## src/rtl/alu_pkg.sv

```systemverilog
`default_nettype none
//============================================================================
// alu_pkg : ALU32 opcode constants, shift classification, issue-FSM states
// Revision: 1.0
//============================================================================
package alu_pkg;

   localparam logic [2:0] ALU_AND = 3'd0;
   localparam logic [2:0] ALU_OR  = 3'd1;
   localparam logic [2:0] ALU_ADD = 3'd2;
   localparam logic [2:0] ALU_SUB = 3'd3;
   localparam logic [2:0] ALU_SRA = 3'd4;
   localparam logic [2:0] ALU_NOR = 3'd5;
   localparam logic [2:0] ALU_SRL = 3'd6;
   localparam logic [2:0] ALU_SLL = 3'd7;

   typedef enum logic [1:0] {
      ST_IDLE  = 2'd0,
      ST_EXEC  = 2'd1,
      ST_SHIFT = 2'd2,
      ST_DONE  = 2'd3
   } issue_state_t;

   function automatic logic is_shift(input logic [2:0] op);
      return (op == ALU_SRA) || (op == ALU_SRL) || (op == ALU_SLL);
   endfunction

endpackage
`default_nettype wire

```

## src/rtl/alu_issue_seq.sv

```systemverilog
`default_nettype none
//============================================================================
// alu_issue_seq : issue/sequencing stage in front of ALU32; iterates
//                 single-bit shifts and returns results over valid/ready
// Revision: 1.0
//============================================================================
module alu_issue_seq
   import alu_pkg::*;
#(
   parameter int XLEN    = 32,
   parameter int SHAMT_W = 5
) (
   input  logic               clk,
   input  logic               rst,
   input  logic               req_valid,
   output logic               req_ready,
   input  logic [2:0]         req_op,
   input  logic [XLEN-1:0]    req_a,
   input  logic [XLEN-1:0]    req_b,
   input  logic [SHAMT_W-1:0] req_shamt,
   output logic [XLEN-1:0]    alu_in0,
   output logic [XLEN-1:0]    alu_in1,
   output logic [2:0]         alu_op,
   input  logic [XLEN-1:0]    alu_out,
   input  logic               alu_of,
   output logic               rsp_valid,
   input  logic               rsp_ready,
   output logic [XLEN-1:0]    rsp_data,
   output logic               rsp_of,
   output logic               rsp_zero,
   output logic               busy
);

   issue_state_t        state, state_d;
   logic [2:0]          op_q, op_d;
   logic [XLEN-1:0]     a_q, a_d, b_q, b_d, acc, acc_d;
   logic [SHAMT_W-1:0]  cnt, cnt_d;
   logic [XLEN-1:0]     data_d;
   logic                of_d, zero_d;

   always_ff @(posedge clk) begin
      if (rst) begin
         state    <= ST_IDLE;
         op_q     <= '0;
         a_q      <= '0;
         b_q      <= '0;
         acc      <= '0;
         cnt      <= '0;
         rsp_data <= '0;
         rsp_of   <= 1'b0;
         rsp_zero <= 1'b0;
      end else begin
         state    <= state_d;
         op_q     <= op_d;
         a_q      <= a_d;
         b_q      <= b_d;
         acc      <= acc_d;
         cnt      <= cnt_d;
         rsp_data <= data_d;
         rsp_of   <= of_d;
         rsp_zero <= zero_d;
      end
   end

   always_comb begin
      state_d   = state;
      op_d      = op_q;
      a_d       = a_q;
      b_d       = b_q;
      acc_d     = acc;
      cnt_d     = cnt;
      data_d    = rsp_data;
      of_d      = rsp_of;
      zero_d    = rsp_zero;
      req_ready = 1'b0;
      rsp_valid = 1'b0;
      alu_in0   = '0;
      alu_in1   = '0;
      alu_op    = ALU_AND;
      busy      = (state != ST_IDLE);

      case (state)
         ST_IDLE: begin
            req_ready = 1'b1;
            if (req_valid) begin
               op_d  = req_op;
               a_d   = req_a;
               b_d   = req_b;
               cnt_d = req_shamt;
               if (!is_shift(req_op)) begin
                  state_d = ST_EXEC;
               end else if (req_shamt == '0) begin
                  // Zero-length shift bypasses the ALU entirely.
                  data_d  = req_a;
                  of_d    = 1'b0;
                  zero_d  = (req_a == '0);
                  state_d = ST_DONE;
               end else begin
                  acc_d   = req_a;
                  state_d = ST_SHIFT;
               end
            end
         end
         ST_EXEC: begin
            alu_in0 = a_q;
            alu_in1 = b_q;
            alu_op  = op_q;
            data_d  = alu_out;
            of_d    = ((op_q == ALU_ADD) || (op_q == ALU_SUB)) && alu_of;
            zero_d  = (alu_out == '0);
            state_d = ST_DONE;
         end
         ST_SHIFT: begin
            alu_in0 = acc;
            alu_op  = op_q;
            acc_d   = alu_out;
            cnt_d   = cnt - SHAMT_W'(1);
            // cnt is at least 1 here, so the final pass never wraps it.
            if (cnt == SHAMT_W'(1)) begin
               data_d  = alu_out;
               of_d    = 1'b0;
               zero_d  = (alu_out == '0);
               state_d = ST_DONE;
            end
         end
         ST_DONE: begin
            rsp_valid = 1'b1;
            if (rsp_ready) state_d = ST_IDLE;
         end
         default: state_d = ST_IDLE;
      endcase
   end

endmodule
`default_nettype wire

```

## config.mk

```make
export PLATFORM = sky130hd
export DESIGN_NAME = alu_issue_seq
export DESIGN_NICKNAME = d
export VERILOG_FILES = /design/src/rtl/alu_pkg.sv /design/src/rtl/alu_issue_seq.sv
export SDC_FILE = /design/constraint.sdc
export NUM_CORES = 1
export LEC_CHECK = 0
export CAP_MARGIN = 20
export CELL_PAD_IN_SITES_DETAIL_PLACEMENT = 0
export CELL_PAD_IN_SITES_GLOBAL_PLACEMENT = 1
export CORE_UTILIZATION = 33
export CTS_CLUSTER_SIZE = 40
export DETAILED_ROUTE_END_ITERATION = 10
export PLACE_DENSITY_LB_ADDON = 0.1
export SLEW_MARGIN = 40
export SYNTH_ARGS = -nofsm -noshare
export SYNTH_HDL_FRONTEND = slang
export SYNTH_SLANG_ARGS = --single-unit
```

## constraint.sdc

```tcl
create_clock -name clk -period 2.6 [get_ports clk]
set_input_delay 0.52 -clock clk [delete_from_list [all_inputs] [get_ports clk]]
set_output_delay 0.52 -clock clk [all_outputs]
set_load 0.01 [all_outputs]
```

==> metrics.cfg, run 1 <==
[routing]
drc_errors = 0
detail_route.wl_per_cell_um = 18.2
drt-total-wl_um = 23300
antenna_violating_nets_post_route = 0
drtPass1Iterations = 5
post_drt_via_cell_ratio = 5.13
vias = 6546
drt_iter0_drc = 456

[synthesis]
post_synth_main_area_contributors = dfxtp_1 (43%), mux2i_1 (10%), nand2_1 (8.1%)
ys_seq_elements = 140
synth_area_leader_cell = dfxtp_1
avgSynthCellArea_um2 = 8.30
post_synth_inst_count = 793
synthesis.area_um2 = 6580
postSynthNetCount = 909
yosysTopAreaCellShare_pct = 42.6
sequential_share_of_the_synthesized_area_pct = 42.6
synth_cell_type_count = 39
synth_warnings = 0

[final_layout]
final_nets = 1114
drive_gt1_share_pct = 9.59
layout_commonest_cell = clkdlybuf4s50_1
layout-area-overhead-vs-synth_pct = 50.2
nFillCells = 1912
layout_common_cells = clkdlybuf4s50_1 (179), nand2_1 (141), dfxtp_1 (139)

[clock_network]
root_buffer = clkbuf_16
worst_skew_pair.late_latency_ns = 0.43
clockBufferDepth = 2
tritoncts = built
clock_tree.htree_level_count = 4
tritoncts.num_buffers = 17
hold_bufs_at_cts = 0
clock_sink_count = 140
cts.reportedPaths.clkPinSlew_ns = 0.06

[critical_path]
worstReg2RegStart = state[1]
timing.critical_path.arrival_ns = 1.99
timing.critical_path.to_type = output port
crit_path_max_fanout = 6
number_of_cells_on_the_worst_reg_to_reg_path = 9
reg2reg_slack_ns = 0.35
criticalPathCategory = flip-flop to output port
worstReg2RegEnd = rsp_data[5]
worst_ep_required_time_ns = 2.08
worstSetupStartpointType = flip-flop

[power_and_ir_drop]
pwr-share-clk_pct = 23.9
p_int_uw = 6770
power_switching_uw = 4250
seqPwrFrac_pct = 28.7
pwr-share-comb_pct = 47.4
vdd_drop_max_mv = 0.560
power.leakage_uw = 0.00380
swShare_pct = 38.6
cellPowerDensity_nw_per_um2 = 1110

[global_route]
first_global_vias = 6280
global_route.usage.total_pct = 22.9
antenna_found_initial = 0
grt_start_max_net_pins = 141
grt_pass1_wl_um = 35400
global_route.overflow_total = 0

[floorplan]
fp-row-count = 51
initial_utilization_pct = 33.7
placeableCoreArea_um2 = 19500
dieArea_um2 = 20500
io_pins = 213
die_x_um = 143
chip_height_um = 143

[sta]
finalCritPeriodShare_pct = 96.7
max_slew.worst_pin.slew_ns = 0.763
timing_max_transition_violations_final = 0
finClkSkew_ns = 0.0101
finalWorstPathRequiredPeriod_ns = 2.51
setup_tns_ns = 0
finalHoldWorstSlack_ns = 0.449
setup_viol = 0
grt_setup_unrepaired = yes
slew_headroom_pct = 49.1
fmaxAchievable_mhz = 398
report.final.hold_viol_count = 0

[placed_design]
dpl.hpwl_um = 16000
port_buffers = 212
routability_congestion_estimate = 0.780

[min_path]
hold-path-cell-count = 2
hold_path_end = op_q[0]
hold_path_class = flip-flop to flip-flop
hold_path.startpoint = op_q[0]

[run_status]
outcome = completed

[flow_run]
count_of_maximum_capacitance_violations = 0

per-stage QoR:
stage	power (µW)	cells	util, %	cell area, µm²	setup WS (ns)
global placement	8090	1236	46.5	9080	-0.302
detailed placement	8210	1236	46.5	9080	-0.356
finish	11000	1277	50.6	9880	0.0855
floorplan	6240	793	-	6580	0.346
CTS	11000	1273	50.1	9790	-0.101
global route	11700	1276	50.6	9880	-0.0136
metal layers:
| metal | global-route usage (%) | part of all wire, % |
|---|---|---|
| met1 | 31.2 | 47 |
| met2 | 35.3 | 46 |
| met3 | 4.76 | 5.7 |
| met4 | 8.32 | 1.3 |
| met5 | 0 | 0 |
what timing repair did:
action                     4_1_cts  5_1_grt
setup endpoints to repair       35       31
buffers inserted                 4        2
pin swaps                        1        1
resized for setup               26       18
gates cloned                     1        1
flip-flops by register name, indices dropped and copies added (netlist names):
signal,count
rsp_zero,1
state,2
op_q,3
b_q,32
a_q,32
rsp_of,1
acc,32
rsp_data,32
cnt,5
power by group through the flow:
stage	Sequential, µW	Clock [µW]	Combinational, µW
floorplan	3200	0	3040
global placement	3150	0	4940
detailed placement	3180	0	5030
CTS	3150	2690	5160
global route	3230	2800	5680
finish	3160	2640	5220
area by class of cell:
class | count | area [µm²] | area share (%)
Antenna cell | 1 | 2.50 | 0.0253
Clock buffer | 18 | 429 | 4.34
Clock inverter | 14 | 208 | 2.10
Inverter | 10 | 37.5 | 0.380
Multi-Input combinational cell | 574 | 3470 | 35.1
Sequential cell | 140 | 2810 | 28.4
Tap cell | 265 | 332 | 3.35
Timing Repair Buffer | 255 | 2590 | 26.3
worst max-delay path, cell delays in order, from the launching register on:
cell	delay, ns
dfxtp_1	0.31
buf_4	0.15
ha_4	0.21
buf_2	0.18
buf_4	0.16
a22oi_2	0.21
nor2_1	0.06
dlygate4sd2_1	0.29
synth_stat cells (all sizes together):
library cell  number
dfxtp            140
o2bb2ai            1
a21oi            104
mux2               1
clkbuf            49
nor4              14
o211ai             2
and4b              1
nand2b             1
mux2i             66
a31oi              1
a211oi            66
o31ai              1
a22o               1
a311oi             1
inv                9
ha                 7
nand2            142
o21ai              5
o221ai             1
a21bo              1
nand4              3
buf               20
a221oi             1
o22ai              2
a22oi             34
nand3              1
and2              37
nor4b              1
nor3               2
or4                3
clkinv             1
nor2              74
logic make-up after synthesis:
| logic type | Yosys count | share of synthesized area (%) |
|---|---|---|
| AND/OR/NAND/NOR | 279 | 18.5 |
| AO/OA/AOI/OAI | 221 | 21.6 |
| flip-flops | 140 | 42.6 |
| buffers and inverters | 79 | 5.80 |
| multiplexers | 67 | 10.2 |
| adder cells (fa/ha/maj) | 7 | 1.33 |
how the worst max path moves through the flow:
stage,from,end,slack [ns],cells past startpoint
6_report,state[1],alu_in0[6],0.09,7
5_1_grt,state[0],alu_in0[6],-0.01,7
4_1_cts,state[0],alu_in0[22],-0.10,6
3_5_place_dp,alu_out[2],rsp_zero,-0.36,8
3_3_place_gp,alu_out[3],rsp_zero,-0.30,8
2_1_floorplan,state[0],alu_in0[13],0.35,7
Power figures use the tool's default switching activity.
==> run 2, diff against run 1 <==
Settings changed: ABC_CLOCK_PERIOD_IN_PS set to 2600, SLEW_MARGIN 40 to not set.
==> results of run 2 <==
Same layout as run 1: the final DEF is identical, and so are final timing and power.
==> run 3, diff against run 2 <==
Settings changed: CTS_CLUSTER_SIZE 40 to not set, SLEW_MARGIN set to 20.
==> results of run 3 <==
Same layout as run 1: the final DEF is identical, and so are final timing and power.
